===== src/rtl/ftoi_pipe.sv =====
// Pipelined float32 -> INT_W integer converter with five rounding modes and a stallable valid/ready pipe.
// Define FTOI_FLAGS_EN to add the registered {invalid, inexact} flags port.
module ftoi_pipe #(
  parameter int INT_W  = 32,
  parameter int STAGES = 2
) (
  input  logic             clk,
  input  logic             rstn,
  input  logic             in_valid,
  output logic             in_ready,
  input  logic [31:0]      x,
  input  logic [2:0]       rm,
  input  logic             is_unsigned,
  output logic             out_valid,
  input  logic             out_ready,
  output logic [INT_W-1:0] y
`ifdef FTOI_FLAGS_EN
  ,
  output logic [1:0]       flags
`endif
);

  localparam int PW = INT_W + 26;
  localparam int RW = INT_W + 2;
  localparam logic [RW-1:0] POS_LIM = {3'b000, {(INT_W-1){1'b1}}};
  localparam logic [RW-1:0] NEG_LIM = {3'b001, {(INT_W-1){1'b0}}};
  localparam logic [RW-1:0] U_LIM   = {2'b01, {INT_W{1'b0}}};
  localparam logic [INT_W-1:0] INT_MAX = {1'b0, {(INT_W-1){1'b1}}};
  localparam logic [INT_W-1:0] INT_MIN = {1'b1, {(INT_W-1){1'b0}}};
  localparam logic signed [9:0] E_MAX = 10'(INT_W);

  logic              sgn;
  logic [7:0]        ex;
  logic [22:0]       man;
  logic signed [9:0] exp_unb;
  logic              is_zero, is_nan, special, tiny;
  logic [6:0]        shamt;
  logic [PW-1:0]     prod;
  logic [INT_W:0]    mag_int;
  logic              guard, rnd, stk, inexact_raw, inc;
  logic [RW-1:0]     rounded;
  logic              ovf_max, ovf_low;
  logic [INT_W-1:0]  y_c;

  assign sgn = x[31];
  assign ex  = x[30:23];
  assign man = x[22:0];

  // prod holds the magnitude as fixed point with 25 fraction bits: guard, round, then 23 sticky bits
  always_comb begin
    exp_unb = $signed({2'b00, ex}) - 10'sd127;
    is_zero = (ex == 8'd0);
    is_nan  = (ex == 8'hFF) && (man != 23'd0);
    tiny    = exp_unb < -10'sd2;
    special = (ex == 8'hFF) || (exp_unb > E_MAX);
    shamt   = 7'(exp_unb + 10'sd2);
    prod    = PW'({1'b1, man}) << shamt;
    if (tiny) begin
      mag_int = '0;
      guard   = 1'b0;
      rnd     = 1'b0;
      stk     = 1'b1;
    end else begin
      mag_int = prod[PW-1:25];
      guard   = prod[24];
      rnd     = prod[23];
      stk     = |prod[22:0];
    end
    inexact_raw = !is_zero && (guard || rnd || stk);
    case (rm)
      3'b001:  inc = 1'b0;
      3'b010:  inc = sgn && inexact_raw;
      3'b011:  inc = !sgn && inexact_raw;
      3'b100:  inc = guard;
      default: inc = guard && (rnd || stk || mag_int[0]);
    endcase
    rounded = RW'(mag_int) + RW'(inc);
    if (is_unsigned) begin
      ovf_max = is_nan || (!sgn && (special || rounded >= U_LIM));
      ovf_low = !is_nan && sgn && (special || rounded != '0);
    end else begin
      ovf_max = is_nan || (!sgn && (special || rounded > POS_LIM));
      ovf_low = !is_nan && sgn && (special || rounded > NEG_LIM);
    end
    if (is_zero)      y_c = '0;
    else if (ovf_max) y_c = is_unsigned ? '1 : INT_MAX;
    else if (ovf_low) y_c = is_unsigned ? '0 : INT_MIN;
    else if (sgn)     y_c = -rounded[INT_W-1:0];
    else              y_c = rounded[INT_W-1:0];
  end

  logic              advance;
  logic [STAGES-1:0] valid_q, valid_d;
  logic [INT_W-1:0]  y_q [STAGES];
  logic [INT_W-1:0]  y_d [STAGES];

  assign advance   = !valid_q[STAGES-1] || out_ready;
  assign in_ready  = advance;
  assign out_valid = valid_q[STAGES-1];
  assign y         = y_q[STAGES-1];

  always_comb begin
    valid_d = valid_q;
    y_d     = y_q;
    if (advance) begin
      valid_d[0] = in_valid;
      y_d[0]     = y_c;
      for (int i = 1; i < STAGES; i++) begin
        valid_d[i] = valid_q[i-1];
        y_d[i]     = y_q[i-1];
      end
    end
  end

  always_ff @(posedge clk or negedge rstn) begin
    if (!rstn) begin
      valid_q <= '0;
      for (int i = 0; i < STAGES; i++) y_q[i] <= '0;
    end else begin
      valid_q <= valid_d;
      for (int i = 0; i < STAGES; i++) y_q[i] <= y_d[i];
    end
  end

`ifdef FTOI_FLAGS_EN
  logic       inv_c;
  logic [1:0] flags_c;
  logic [1:0] flags_q [STAGES];
  logic [1:0] flags_d [STAGES];

  assign inv_c   = !is_zero && (ovf_max || ovf_low);
  assign flags_c = {inv_c, inexact_raw && !inv_c};
  assign flags   = flags_q[STAGES-1];

  always_comb begin
    flags_d = flags_q;
    if (advance) begin
      flags_d[0] = flags_c;
      for (int i = 1; i < STAGES; i++) flags_d[i] = flags_q[i-1];
    end
  end

  always_ff @(posedge clk or negedge rstn) begin
    if (!rstn) begin
      for (int i = 0; i < STAGES; i++) flags_q[i] <= '0;
    end else begin
      for (int i = 0; i < STAGES; i++) flags_q[i] <= flags_d[i];
    end
  end
`endif

endmodule


===== config.mk =====
export PLATFORM = sky130hd
export DESIGN_NAME = ftoi_pipe
export DESIGN_NICKNAME = d
export VERILOG_FILES = /design/src/rtl/ftoi_pipe.sv
export SDC_FILE = /design/constraint.sdc
export NUM_CORES = 1
export LEC_CHECK = 0
export ABC_CLOCK_PERIOD_IN_PS = 2200
export CORE_ASPECT_RATIO = 1.4
export CORE_MARGIN = 5
export CORE_UTILIZATION = 44
export CTS_CLUSTER_DIAMETER = 100
export DETAILED_ROUTE_END_ITERATION = 8
export PLACE_DENSITY_LB_ADDON = 0.05
export SYNTH_ARGS = -nofsm -noshare
export SYNTH_HDL_FRONTEND = slang
export SYNTH_SLANG_ARGS = --single-unit
export TNS_END_PERCENT = 20

===== constraint.sdc =====
create_clock -name clk -period 2.2 [get_ports clk]
set_input_delay 0.33 -clock clk [delete_from_list [all_inputs] [get_ports clk]]
set_output_delay 0.33 -clock clk [all_outputs]
set_load 0.05 [all_outputs]

==> flow_metrics.tcl, run 1 <==
set metrics [dict create \
    async_reset_ff_share_pct 100 \
    wl_per_cell_um 19.6 \
    core_area_sq_um 17800 \
    synth_cells 886 \
    fillCellCount 1506 \
    drc 0 \
    worst_slew_pin_slew_ns 0.739 \
    slew_headroom_pct 50.7 \
    grt_overflow 0 \
    ir_drop_mv 0.454 \
    antenna_found_initial 0 \
    status "finished with violations" \
    crit_cells 31 \
    finalWorstSetupSlack_ns -3.90 \
    num_vias 8351 \
    first_pass_iters 5 \
    end_kind "register" \
    clk_pin_slew_ns 0.05 \
    tritoncts "yes" \
    hold_ws_ns 0.479 \
    vias_per_cell 5.70 \
    grt_pass1_wl_um 45100 \
    drive_above_1_share_pct 41.6 \
    die-width_um 123 \
    synth-seq-cells 66 \
    mostFrequentLayoutCells "buf_4 (328), clkdlybuf4s50_1 (68), dfrtp_1 (66)" \
    clkSinkCount 66 \
    crit_family "compound AO/OA/AOI/OAI gates" \
    crit_arrival_ns 6.31 \
    grt_start_max_net_pins 49 \
    routed_wl_um 28700 \
    htree_num_levels 3 \
    fin_crit_sh_pct 277 \
    crit_required_ns 2.41 \
    p_per_area_nw_per_um2 755 \
    synth-edff-count 0 \
    antennaDiodeCount 0 \
    violations "negative setup slack" \
    ant_nets 0 \
    final_core_util_pct 65.4 \
    yosysSeqAreaShare_pct 20.9 \
    ys_types 102 \
    clock.fmax_mhz 164 \
    cts_buffers 9 \
    rr_worst_depth 5 \
    grt_pass1_vias 8664 \
    synth_ff_type "dfrtp_1" \
    synthesis.nets 935 \
    hold_viol 0 \
    dieArea_sq_um 20800 \
    crit_buf_inv 5 \
    fin_skew_ns 0.00637 \
    start_util_pct 44.4 \
    clockRootBuffer "clkbuf_16" \
    p_leak_nw 5.05 \
    critPathKind "in -> reg" \
    dp_hpwl_um 24200 \
    setup_violations 32 \
    worst_hold_path_type "reg -> reg" \
    routabilityCongestion 1.02 \
    gr-usage-all-layers_pct 27.7 \
    maxCapViolCount 0 \
    crit_path_max_fanout 5 \
    crit_path_start_kind "primary input" \
    num_io_pins 74 \
    post-place-ws_ns -4.87 \
    mostFrequentLayoutCell "buf_4" \
    slowest_stage "or4_4" \
    yosys_warnings 0 \
    fin_crit_ns 6.10 \
    nNetsFinal 1270 \
    cts_buffer_depth 2 \
    critPathMaxStageDelay_ns 0.43 \
    hold_path_depth 1 \
    clkLatencyLatePin_ns 0.32 \
    slew_viol_final 0 \
    drtIter0Drc 514 \
    io_buffers 73 \
    syn_area_sq_um 7890 \
    std_cell_rows 58 \
    die_h_um 168 \
    postSynthAreaPerCell_sq_um 8.91 \
    area_growth_syn_to_layout_pct 47.4 \
    rsz0062_at_grt "yes" \
]
-- power by group --
group | switching [mW] | internal (mW)
logic | 3.02 | 2.64
registers | 0.226 | 1.60
clock network | 0.480 | 0.813
-- cells in the mapped netlist, types with 4 or more instances --
master     instances  share of area [%]
mux2_1             8                1.1
o31ai_1            9               0.86
o21ai_0           30                1.9
a211oi_1           7               0.67
a221o_1           34                4.3
a21o_1             4               0.38
and3_1             8               0.63
dfrtp_1           66                 21
a21oi_1           22                1.4
or4_1              4               0.38
o22ai_1            8               0.63
and2_1            13                1.0
nor3_1            31                2.0
inv_1             18               0.86
buf_2             16                1.0
or3_1             14                1.1
o21a_1             5               0.48
xor2_1            19                2.1
o2bb2ai_1          6               0.67
buf_4             33                3.1
ha_1               9                1.4
nand2_1           58                2.8
nand2b_1          11               0.87
clkbuf_1          22                1.0
a31oi_1           17                1.3
mux2_2            45                6.4
a211o_1            6               0.67
o2111ai_1          4               0.44
or2_2              7               0.55
nor2_1            63                3.0
a22o_1             5               0.55
o21ai_1            6               0.38
xnor2_1           42                4.7
buf_1             10               0.48
mux4_2            13                3.7
mux2i_1           46                5.8
buf_6             13                1.9
a32oi_1            4               0.44
nor4_1             9               0.71
nor2b_1            8               0.63
nand4_1           13                1.0
nand3_1           29                1.8
-- worst paths after layout --
kind	from	end	slack [ns]
worst max register to register	valid_q[1]	y_q[42]	0.66
worst min register to register	valid_q[0]	valid_q[1]	0.48
max in group asynchronous	rstn	y_q[61]	1.10
worst max-delay path	x[23]	y_q[53]	-3.90
worst min-delay path	valid_q[0]	valid_q[1]	0.48
min in group asynchronous	rstn	y[8]	0.50
-- flip-flops by register name, summed over array words and instances, names as in the netlist --
| register | count |
|---|---|
| valid_q | 2 |
| y | 32 |
| y_q | 32 |
-- logic make-up after synthesis --
group / share of synthesized area, %
buf+inv: 8.63
flops: 20.9
simple gates: 20.4
fa+ha+maj: 1.55
xor+xnor: 7.67
mux: 18.0
compound gates: 22.8
-- final cells by class --
type	instances	area, sq um	share of cell area (%)
clock buffer	11	253	2.17
clock inverter	4	27.5	0.237
inverter	19	73.8	0.635
multi-input combinational	706	5850	50.3
sequential	66	1650	14.2
tap	240	300	2.58
timing repair buffer	419	3470	29.9
-- per-layer routing --
| layer | GRT usage [%] | wire, um | vias to the layer above |
|---|---|---|---|
| met5 | 0 | 0 | - |
| met4 | 22.8 | 2810 | 0 |
| met3 | 1.67 | 810 | 121 |
| met2 | 51.7 | 15100 | 260 |
| met1 | 27.2 | 9940 | 3958 |
| li1 | - | - | 4012 |
-- per-stage QoR --
stage	power, mW	TNS, ns	instance area [sq um]	cells
CTS	8.70	-125.71	11500	1457
detailed placement	7.21	-154.09	11000	1433
global route	9.22	-131.66	11600	1465
finish	8.78	-123.81	11600	1465
global placement	7.12	-153.04	11000	1433
floorplan	5.26	-136.43	8060	886
-- repair_timing --
action / 4_1_cts / 5_1_grt
endpoints found under the setup margin: 32 / 32
hold endpoints to repair: 20 / 0
buffers inserted: 8 / 8
gates resized for setup: 33 / 11
pin swaps: 27 / 10
hold buffers: 1 / 0
Power figures use the tool's default switching activity.
==> inputs of run 2 (changes only) <==
- CORE_MARGIN: 5 -> unset
==> flow_metrics.tcl, run 2 (synthesized netlist as in run 1, its figures left out) <==
set metrics [dict create \
    vias_per_cell 5.79 \
    end_kind "register" \
    grt_pass1_vias 8973 \
    slew_headroom_pct 41.4 \
    area_growth_syn_to_layout_pct 56.2 \
    clkSinkCount 66 \
    crit_path_start_kind "primary input" \
    start_util_pct 45.2 \
    slew_viol_final 0 \
    rr_worst_depth 5 \
    finalSetupTns_ns -125.36 \
    ir_drop_mv 0.465 \
    nNetsFinal 1310 \
    r2r-end "y_q[46]" \
    maxCapViolCount 0 \
    critPathKind "in -> reg" \
    io_buffers 73 \
    final_core_util_pct 70.6 \
    num_vias 8700 \
    drc 0 \
    seqCellArea_sq_um 1650 \
    die_h_um 160 \
    hold_ws_ns 0.00569 \
    gr-usage-all-layers_pct 32.4 \
    grt_pass1_wl_um 46500 \
    p_leak_nw 5.39 \
    fin_skew_ns 0.00540 \
    clk_pin_slew_ns 0.06 \
    reg2reg_from "valid_q[1]" \
    fillCellCount 1366 \
    finalWorstSetupSlack_ns -3.96 \
    num_io_pins 74 \
    routed_wl_um 30200 \
    hold_viol 0 \
    drtIter0Drc 437 \
    antenna_found_initial 0 \
    tritoncts "yes" \
    first_pass_iters 5 \
    ant_nets 0 \
    critPathMaxStageDelay_ns 0.44 \
    mostFrequentLayoutCell "buf_4" \
    die-width_um 115 \
    cts_buffers 9 \
    clkLatencyLatePin_ns 0.33 \
    fin_crit_ns 6.16 \
    drive_above_1_share_pct 45.3 \
    dieArea_sq_um 18500 \
    crit_required_ns 2.41 \
    cts_buffer_depth 2 \
    rsz0062_at_grt "yes" \
    mostFrequentLayoutCells "buf_4 (356), clkdlybuf4s50_1 (67), dfrtp_1 (66)" \
    antennaDiodeCount 0 \
    violations "negative setup slack" \
    status "finished with violations" \
    p_per_area_nw_per_um2 784 \
    grt_overflow 0 \
    std_cell_rows 57 \
    worst_hold_path_type "in -> async" \
    grt_start_max_net_pins 67 \
    crit_path_max_fanout 5 \
    core_area_sq_um 17500 \
    clockRootBuffer "clkbuf_16" \
    routabilityCongestion 1.01 \
    setup_violations 32 \
    clock.fmax_mhz 162 \
    slowest_stage "o41a_1" \
    p_total_mw 9.67 \
    dp_hpwl_um 23600 \
    wl_per_cell_um 20.1 \
    worst_slew_pin_slew_ns 0.868 \
    fin_crit_sh_pct 280 \
    r2r_slack_ns 0.67 \
    htree_num_levels 3 \
    multi_input_area_sq_um 6040 \
    crit_arrival_ns 6.37 \
]
[run 2: timing repair]
action	in CTS	in global routing
hold buffers	0	0
setup endpoints to repair	32	32
buffers inserted	37	10
gates cloned	2	3
gates resized for setup	64	24
hold endpoints to repair	0	0
pin swaps	37	23
[run 2: area by class of cell]
| type | instances | area share, % |
|---|---|---|
| timing repair buffer | 458 | 31.6 |
| clock buffer | 10 | 1.94 |
| sequential | 66 | 13.4 |
| inverter | 19 | 0.599 |
| multi-input combinational | 707 | 49.0 |
| clock inverter | 6 | 1.12 |
| tap | 236 | 2.39 |
[run 2: how the worst max path moves through the flow]
| stage | from | to |
|---|---|---|
| after floorplan | x[23] | y_q[62] |
| after global placement | x[24] | y_q[36] |
| after detailed placement | x[24] | y_q[62] |
| after CTS | x[23] | y_q[62] |
| after global routing | x[23] | y_q[62] |
| final | x[23] | y_q[62] |
[run 2: power breakdown]
group / leakage, nW / switching, mW / internal, mW / total (mW)
clock network: 0.183 / 0.514 / 1.26 / 1.77
registers: 0.826 / 0.233 / 1.60 / 1.83
logic: 4.38 / 3.18 / 2.89 / 6.07
[run 2: critical path: cells and delay by family]
kind            cells  cell delay (ns)
compound gates     10             2.25
fa+ha+maj           4             0.79
simple gates        9             1.47
xor+xnor            3             0.62
buf+inv             7             0.88
[run 2: stage by stage]
step	cell area (sq um)	setup WS, ns	cells
3_3_place_gp	11100	-4.97	1435
2_1_floorplan	8060	-4.24	886
4_1_cts	12100	-4.03	1490
3_5_place_dp	11100	-5.15	1435
6_report	12300	-3.96	1502
5_1_grt	12300	-4.21	1502
[run 2: metal layers]
layer	up-vias	track usage (%)	share of wire (%)
li1	4100	-	-
met1	4166	31.4	34
met2	288	60.1	53
met3	146	2.75	2.9
met4	0	28.3	9.5
met5	-	0	0
